==> config.mk <==
export PLATFORM = sky130hd
export DESIGN_NAME = text_slot_scheduler
export DESIGN_NICKNAME = d
export VERILOG_FILES = /design/src/rtl/text_pkg.sv /design/src/rtl/slot_match.sv /design/src/rtl/text_slot_scheduler.sv
export SDC_FILE = /design/constraint.sdc
export NUM_CORES = 2
export LEC_CHECK = 0
export BUFFER_PORTS_ARGS = -buffer_cell sky130_fd_sc_hd__buf_2
export CAP_MARGIN = 20
export CORE_UTILIZATION = 60
export DETAILED_ROUTE_END_ITERATION = 6
export GPL_ROUTABILITY_DRIVEN = 1
export PLACE_DENSITY = 0.86
export SLEW_MARGIN = 20
export SYNTH_ARGS = -nofsm -noshare
export SYNTH_HDL_FRONTEND = slang
export SYNTH_SLANG_ARGS = --single-unit
==> constraint.sdc <==
create_clock -name clk -period 5 [get_ports clk]
set_clock_uncertainty 0.05 [all_clocks]
set_input_delay 1 -clock clk [delete_from_list [all_inputs] [get_ports clk]]
set_output_delay 1 -clock clk [all_outputs]
set_load 0.05 [all_outputs]
==> src/rtl/text_pkg.sv <==
// Shared types and constants for the on-screen text slot scheduler.
package text_pkg;

    localparam int CHAR_W = 8;
    localparam int CHAR_H = 16;

    localparam logic [6:0] ASCII_BLANK = 7'h20;
    localparam logic [6:0] ASCII_ZERO  = 7'h30;

    typedef struct packed {
        logic       en;
        logic       page;
        logic [9:0] x;
        logic [9:0] y;
        logic [6:0] ascii;
    } slot_t;

    localparam int SLOT_W = $bits(slot_t);

    typedef enum logic [1:0] {
        IDLE,
        ARMED,
        COMMIT
    } state_t;

endpackage

==> src/rtl/slot_match.sv <==
// Combinational priority matcher: finds the lowest-index enabled slot on the
// active page whose glyph box covers pixel (x, y).
module slot_match
    import text_pkg::*;
#(
    parameter int  NUM_SLOTS = 32,
    localparam int IDX_W     = $clog2(NUM_SLOTS)
) (
    input  logic [NUM_SLOTS*SLOT_W-1:0] table_i,
    input  logic [9:0]                  x_i,
    input  logic [9:0]                  y_i,
    input  logic                        page_i,
    output logic                        hit_o,
    output logic [IDX_W-1:0]            idx_o,
    output logic [3:0]                  row_o,
    output logic [2:0]                  col_o
);

    slot_t s;
    logic  in_x;
    logic  in_y;

    always_comb begin
        hit_o = 1'b0;
        idx_o = '0;
        row_o = '0;
        col_o = '0;
        s     = '0;
        in_x  = 1'b0;
        in_y  = 1'b0;
        // Walk downwards so the lowest matching index is the one left standing.
        // Bounds are compared in 11 bits so a slot near column 1023 cannot wrap.
        for (int i = NUM_SLOTS - 1; i >= 0; i--) begin
            s    = slot_t'(table_i[i*SLOT_W +: SLOT_W]);
            in_x = ({1'b0, x_i} >= {1'b0, s.x}) &&
                   ({1'b0, x_i} <  ({1'b0, s.x} + 11'(CHAR_W)));
            in_y = ({1'b0, y_i} >= {1'b0, s.y}) &&
                   ({1'b0, y_i} <  ({1'b0, s.y} + 11'(CHAR_H)));
            if (s.en && (s.page == page_i) && in_x && in_y) begin
                hit_o = 1'b1;
                idx_o = IDX_W'(i);
                row_o = y_i[3:0] - s.y[3:0];
                col_o = x_i[2:0] - s.x[2:0];
            end
        end
    end

endmodule

==> src/rtl/text_slot_scheduler.sv <==
// Double-buffered character slot table with frame-synchronous commit and a
// two-stage pixel lookup sharing one ascii_rom.
module text_slot_scheduler
    import text_pkg::*;
#(
    parameter int  NUM_SLOTS = 32,
    parameter int  VBLANK_Y  = 480,
    localparam int IDX_W     = $clog2(NUM_SLOTS)
) (
    input  logic             clk,
    input  logic             reset_n,
    input  logic [9:0]       x,
    input  logic [9:0]       y,
    input  logic             video_on,
    input  logic             page_sel,
    input  logic             cfg_valid,
    output logic             cfg_ready,
    input  logic [IDX_W-1:0] cfg_slot,
    input  logic             cfg_en,
    input  logic             cfg_page,
    input  logic [9:0]       cfg_x,
    input  logic [9:0]       cfg_y,
    input  logic [6:0]       cfg_ascii,
    input  logic             commit_req,
    output logic             commit_done,
    output logic             busy,
    output logic [10:0]      rom_addr,
    input  logic [7:0]       rom_data,
    output logic             pix_on,
    output logic             video_on_d
);

    localparam logic [IDX_W-1:0] LAST_IDX = IDX_W'(NUM_SLOTS - 1);

    slot_t shadow_q [NUM_SLOTS];
    slot_t active_q [NUM_SLOTS];
    slot_t wr_slot;

    state_t           state_q, state_d;
    logic             pending_q, pending_d;
    logic [IDX_W-1:0] idx_q, idx_d;
    logic             page_active_q, page_active_d;
    logic             frame_bnd;

    logic [NUM_SLOTS*SLOT_W-1:0] active_flat;
    logic                        m_hit;
    logic [IDX_W-1:0]            m_idx;
    logic [3:0]                  m_row;
    logic [2:0]                  m_col;
    logic [10:0]                 rom_addr_d;

    logic        hit_p1_q, vld_p1_q, hit_p2_q, vld_p2_q;
    logic [2:0]  col_p1_q, col_p2_q;
    logic [10:0] rom_addr_q;

    assign frame_bnd = (y == 10'(VBLANK_Y)) && (x == 10'd0);
    assign cfg_ready = (state_q != COMMIT);
    assign busy      = pending_q || (state_q == COMMIT);

    assign wr_slot = '{en: cfg_en, page: cfg_page, x: cfg_x, y: cfg_y, ascii: cfg_ascii};

    always_ff @(posedge clk or negedge reset_n) begin
        if (!reset_n) begin
            for (int i = 0; i < NUM_SLOTS; i++) begin
                shadow_q[i] <= '0;
                active_q[i] <= '0;
            end
        end else begin
            if (cfg_valid && cfg_ready) begin
                shadow_q[cfg_slot] <= wr_slot;
            end
            if (state_q == COMMIT) begin
                active_q[idx_q] <= shadow_q[idx_q];
            end
        end
    end

    always_ff @(posedge clk or negedge reset_n) begin
        if (!reset_n) begin
            state_q       <= IDLE;
            pending_q     <= 1'b0;
            idx_q         <= '0;
            page_active_q <= 1'b0;
        end else begin
            state_q       <= state_d;
            pending_q     <= pending_d;
            idx_q         <= idx_d;
            page_active_q <= page_active_d;
        end
    end

    // pending drops on entering COMMIT so that a request arriving mid-copy
    // is remembered and triggers another commit at the following frame.
    always_comb begin
        state_d       = state_q;
        pending_d     = pending_q;
        idx_d         = idx_q;
        page_active_d = page_active_q;
        commit_done   = 1'b0;
        if (frame_bnd) begin
            page_active_d = page_sel;
        end
        case (state_q)
            IDLE: begin
                if (commit_req) begin
                    pending_d = 1'b1;
                    state_d   = ARMED;
                end
            end
            ARMED: begin
                if (frame_bnd) begin
                    pending_d = 1'b0;
                    idx_d     = '0;
                    state_d   = COMMIT;
                end
            end
            COMMIT: begin
                idx_d = idx_q + 1'b1;
                if (commit_req) begin
                    pending_d = 1'b1;
                end
                if (idx_q == LAST_IDX) begin
                    commit_done = 1'b1;
                    state_d     = (pending_q || commit_req) ? ARMED : IDLE;
                end
            end
            default: begin
                state_d = IDLE;
            end
        endcase
    end

    always_comb begin
        active_flat = '0;
        for (int i = 0; i < NUM_SLOTS; i++) begin
            active_flat[i*SLOT_W +: SLOT_W] = active_q[i];
        end
    end

    slot_match #(
        .NUM_SLOTS(NUM_SLOTS)
    ) u_match (
        .table_i(active_flat),
        .x_i    (x),
        .y_i    (y),
        .page_i (page_active_q),
        .hit_o  (m_hit),
        .idx_o  (m_idx),
        .row_o  (m_row),
        .col_o  (m_col)
    );

    assign rom_addr_d = m_hit ? {active_q[m_idx].ascii, m_row} : {ASCII_BLANK, 4'h0};

    // Stage 1: ROM address issued; Stage 2: glyph row returns from the ROM.
    always_ff @(posedge clk or negedge reset_n) begin
        if (!reset_n) begin
            hit_p1_q   <= 1'b0;
            vld_p1_q   <= 1'b0;
            rom_addr_q <= '0;
            hit_p2_q   <= 1'b0;
            vld_p2_q   <= 1'b0;
        end else begin
            hit_p1_q   <= m_hit;
            vld_p1_q   <= video_on;
            rom_addr_q <= rom_addr_d;
            hit_p2_q   <= hit_p1_q;
            vld_p2_q   <= vld_p1_q;
        end
    end

    always_ff @(posedge clk) begin
        col_p1_q <= m_col;
        col_p2_q <= col_p1_q;
    end

    assign rom_addr   = rom_addr_q;
    assign pix_on     = hit_p2_q && vld_p2_q && rom_data[3'd7 - col_p2_q];
    assign video_on_d = vld_p2_q;

endmodule
==> run_results.csv <==
group,metric,value,unit
status,status,"finished clean",
synth,synth_simple_gate_area_share,9.24,%
flow_run,timing.max_cap.violations,0,
cts,cts.sinks,1886,
global_routing,grt_start_max_net_pins,133,
sta,slew_headroom,16.0,%
synth,synth-seq-cells,1886,
route,drtAntennaViolNets,0,
die,ios,84,
worst_hold_path,worst_hold_path_type,"in -> async",
synth,yosysSeqAreaShare,41.7,%
cts,root_buffer,"clkbuf_16",
die,fp.dieArea,190000,sq um
cts,cts_hold_repair.buffers,0,
synth,synth_top_cell_area_share,41.6,%
cts,cts_tree,"yes",
die,chip_width,436,um
placed_design,dpl_cell_area,124000,sq um
placed_design,place.port_buffers,83,
synth,ys.flop_type,"dfrtp_1",
worst_setup_path,path_class,"in -> reg",
global_routing,grt_pass1_vias,96500,
synth,synth_compound_gate_area_share,13.0,%
synth,share_of_synthesized_flip_flops_with_an_asynchronous_set_or_reset,99.7,%
worst_setup_path,rr_endpoint,"rom_addr[7]$_DFF_PN0_",
finish,stdcell_area,132000,sq um
route,vias_per_cell,6.64,
worst_setup_path,worst_case_register_to_register_setup_slack,0.11,ns
placed_design,dpl.hpwl,263000,um
sta,hold_viol,0,
sta,fin_ws,0.102,ns
cts,clkLatencyLatePin,0.94,ns
route,routed_wirelength,402000,um
synth,synth_area_per_cell,10.5,sq um
synth,syn_inst,10700,
route,route.vias.total,94400,
worst_setup_path,setup.worst_path.start,"x[1]",
sta,tightestPinTransition,1.26,ns
cts,cts_max_level,4,
global_routing,grt_antenna_before_repair,28,
cts,cts_max_path_buffers,3,
synth,synth_top_cells_by_area,"dfrtp_1 42%, ha_1 12%, mux2_2 9.3%",
global_routing,grt_pass1_wl,601000,um
sta,worst_hold_slack,0.0777,ns
finish,num-fill-cells,12600,
route,drt_pre_antenna_iters,6,
finish,nets,12800,
finish,drive_above_1_share,25.4,%
sta,finalWorstPathRequiredPeriod,4.90,ns
route,detail_route.wl_per_cell,28.3,um
finish,final_util,70.4,%
route,drt_iter0_markers,10500,
synth,ys_warn_count,0,
die,die_y,436,um
sta,timing.final.max_slew_violations,0,
worst_setup_path,arrival,5.64,ns
die,core.rowCount,159,
placed_design,place_congestion,1.02,
sta,setup_viol_count_final,0,
global_routing,globalRouteTotalUtil,41.9,%
finish,syn_to_final_growth,16.7,%
power_and_ir_drop,p_leak,0.0588,uW
cts,clk_pin_slew_worst_paths,0.06,ns
worst_setup_path,end_kind,"flip-flop",
synth,post_synth_mux_area_share,14.9,%
synth,syn-num-nets,12000,
synth,synth_top_family_by_area,"multiplexers",
worst_setup_path,r2r.worst_path.cells,22,
power_and_ir_drop,pwr_density_cell,313,nW/um^2
die,initial_util,60.3,%
synth,synth_top_area_cell,"dfrtp_1",
placed_design,dp_slack,-1.12,ns
cts,cts_made_buffers,198,
worst_setup_path,start_kind,"primary input",
synth,synth-edff-count,0,
die,fp.coreArea,188000,sq um
global_routing,globalRoute.totalOverflow,0,
route,detail_route.drc_violations,0,
synth,yosys.area_share.adder,13.6,%
synth,synth.distinct_cells,108,
synth,synth-xor-area-share,2.98,%
power_and_ir_drop,ir_drop_worst_case_vdd,0.000388,V
sta,setup_tns,0,ns
sta,final.period_utilization,98.0,%
sta,rsz0062_at_grt,"yes",
synth,netlist_area_before_placement,113000,sq um
worst_setup_path,r2r_start,"active_flat[195]$_DFFE_PN0P_",
worst_setup_path,cp_max_fo,10,
sta,max_freq,204,MHz
worst_setup_path,timing.critical_path.required,5.74,ns
==> synth_stat cells (24+ instances only) <==
cell,number
xnor2_1,345
a211oi_1,113
and3_1,112
a31oi_1,43
o31ai_1,24
o21ai_0,1171
a22o_1,31
mux2_2,935
mux2i_1,92
a21oi_1,241
nand2_1,1160
mux4_2,240
o2111ai_1,44
a211o_1,60
nor4_1,40
a21o_1,92
a2111oi_0,31
o211ai_1,58
nand3_1,282
nor2b_1,50
nor3_1,113
nor2_1,271
fa_1,64
a22oi_1,77
clkbuf_1,499
nand2b_1,100
inv_1,749
xor2_1,40
o22ai_1,43
o21a_1,79
nand4_1,37
a221oi_1,46
ha_1,1125
dfrtp_1,1880
buf_1,76
==> state kept, by name, indices dropped and copies added, names as in the netlist <==
signal and count:
state_q 2, page_active_q 1, rom_addr 11, video_on_d 1, pending_q 1, vld_p1_q 1
active_flat 928, col_p1_q 3, shadow_q 928, hit_p1_q 1, idx_q 5, col_p2_q 3
hit_p2_q 1
==> report_power, final <==
group | total (uW) | switching, uW | internal, uW | leakage (uW)
clock | 16400 | 6980 | 9440 | 0.00347
combinational | 7050 | 4090 | 2970 | 0.0301
sequential | 17800 | 1130 | 16700 | 0.0252
==> cell type report <==
type	instances	area [sq um]	share of cell area, %
Multi-Input combinational cell	7484	61400	46.5
Sequential cell	1886	47200	35.7
Timing Repair Buffer	1213	10200	7.74
Clock buffer	272	5730	4.34
Tap cell	2495	3120	2.36
Inverter	758	2850	2.16
Clock inverter	97	1450	1.10
Antenna cell	20	50.0	0.0379
==> placed cells by master (no fill, tap or decap), types with 45 or more instances in the layout <==
| master | n |
|---|---|
| xnor2_1 | 345 |
| a211o_1 | 60 |
| nand2_1 | 1129 |
| nor2b_1 | 50 |
| nor2_1 | 243 |
| mux4_2 | 240 |
| ha_1 | 1123 |
| a21o_1 | 92 |
| buf_2 | 66 |
| a21oi_1 | 240 |
| and3_1 | 88 |
| nand3_1 | 278 |
| inv_1 | 746 |
| a22oi_1 | 77 |
| clkbuf_16 | 201 |
| nand2b_1 | 99 |
| a211oi_1 | 104 |
| buf_12 | 92 |
| o21ai_0 | 1167 |
| o211ai_1 | 58 |
| buf_4 | 1044 |
| a221oi_1 | 45 |
| o21a_1 | 79 |
| dfrtp_1 | 1874 |
| clkbuf_8 | 48 |
| mux2_2 | 935 |
| mux2i_1 | 90 |
| nor3_1 | 109 |
| fa_1 | 61 |
==> per-stage QoR <==
| step | power [uW] | std cells |
|---|---|---|
| floorplan | 21000 | 10700 |
| detailed placement | 24400 | 13800 |
| global route | 42200 | 14200 |
| CTS | 41000 | 14200 |
| finish | 41300 | 14200 |
| global placement | 23800 | 13800 |
==> layer usage <==
metal / global-route usage, % / vias to the layer above / routed length, um
met5: 0 / - / 112
met4: 30.6 / 14 / 34200
met3: 11.0 / 2090 / 42900
met2: 63.0 / 5957 / 177000
met1: 52.4 / 46300 / 148000
li1: - / 40100 / -
==> worst max-delay path by stage <==
stage | endpoint | slack [ns] | depth (start not counted)
2_1_floorplan | rom_addr[9]$_DFF_PN0_ | -0.67 | 16
3_3_place_gp | rom_addr[4]$_DFF_PN0_ | -1.11 | 23
3_5_place_dp | rom_addr[9]$_DFF_PN0_ | -1.12 | 21
4_1_cts | rom_addr[10]$_DFF_PN0_ | 0.009 | 23
5_1_grt | rom_addr[6]$_DFF_PN0_ | -0.06 | 23
6_report | rom_addr[7]$_DFF_PN0_ | 0.10 | 24
==> kinds of logic (layout without fill, tap and decap cells) <==
kind of cell	Yosys count	in the layout
other cells	0	20
simple gates	2281	2281
compound gates	2361	2361
fa+ha+maj	1189	1189
xor+xnor	385	385
buf+inv	1359	2340
mux	1268	1268
flops	1886	1886
==> worst max-delay path: stages <==
cell,delay [ns]
buf_4,0.17
clkinvlp_4,0.12
buf_12,0.16
buf_12,0.16
buf_4,0.18
fa_1,0.46
a31o_2,0.29
a21oi_1,0.18
a41oi_2,0.21
nor4b_4,0.48
a21boi_2,0.16
o2111ai_2,0.24
buf_6,0.17
a311oi_4,0.04
buf_6,0.16
o21ai_4,0.13
buf_12,0.17
buf_12,0.11
clkbuf_16,0.16
mux2i_1,0.23
o22ai_1,0.13
nor4_1,0.22
buf_4,0.18
nand4_1,0.06
==> what timing repair did <==
item / CTS / global route
cloned: 0 / 2
setup buffers: 2 / 10
pin swaps: 8 / 16
resized for setup: 25 / 60
endpoints found under the setup margin: 8 / 12
(Power assumes the default switching activity.)
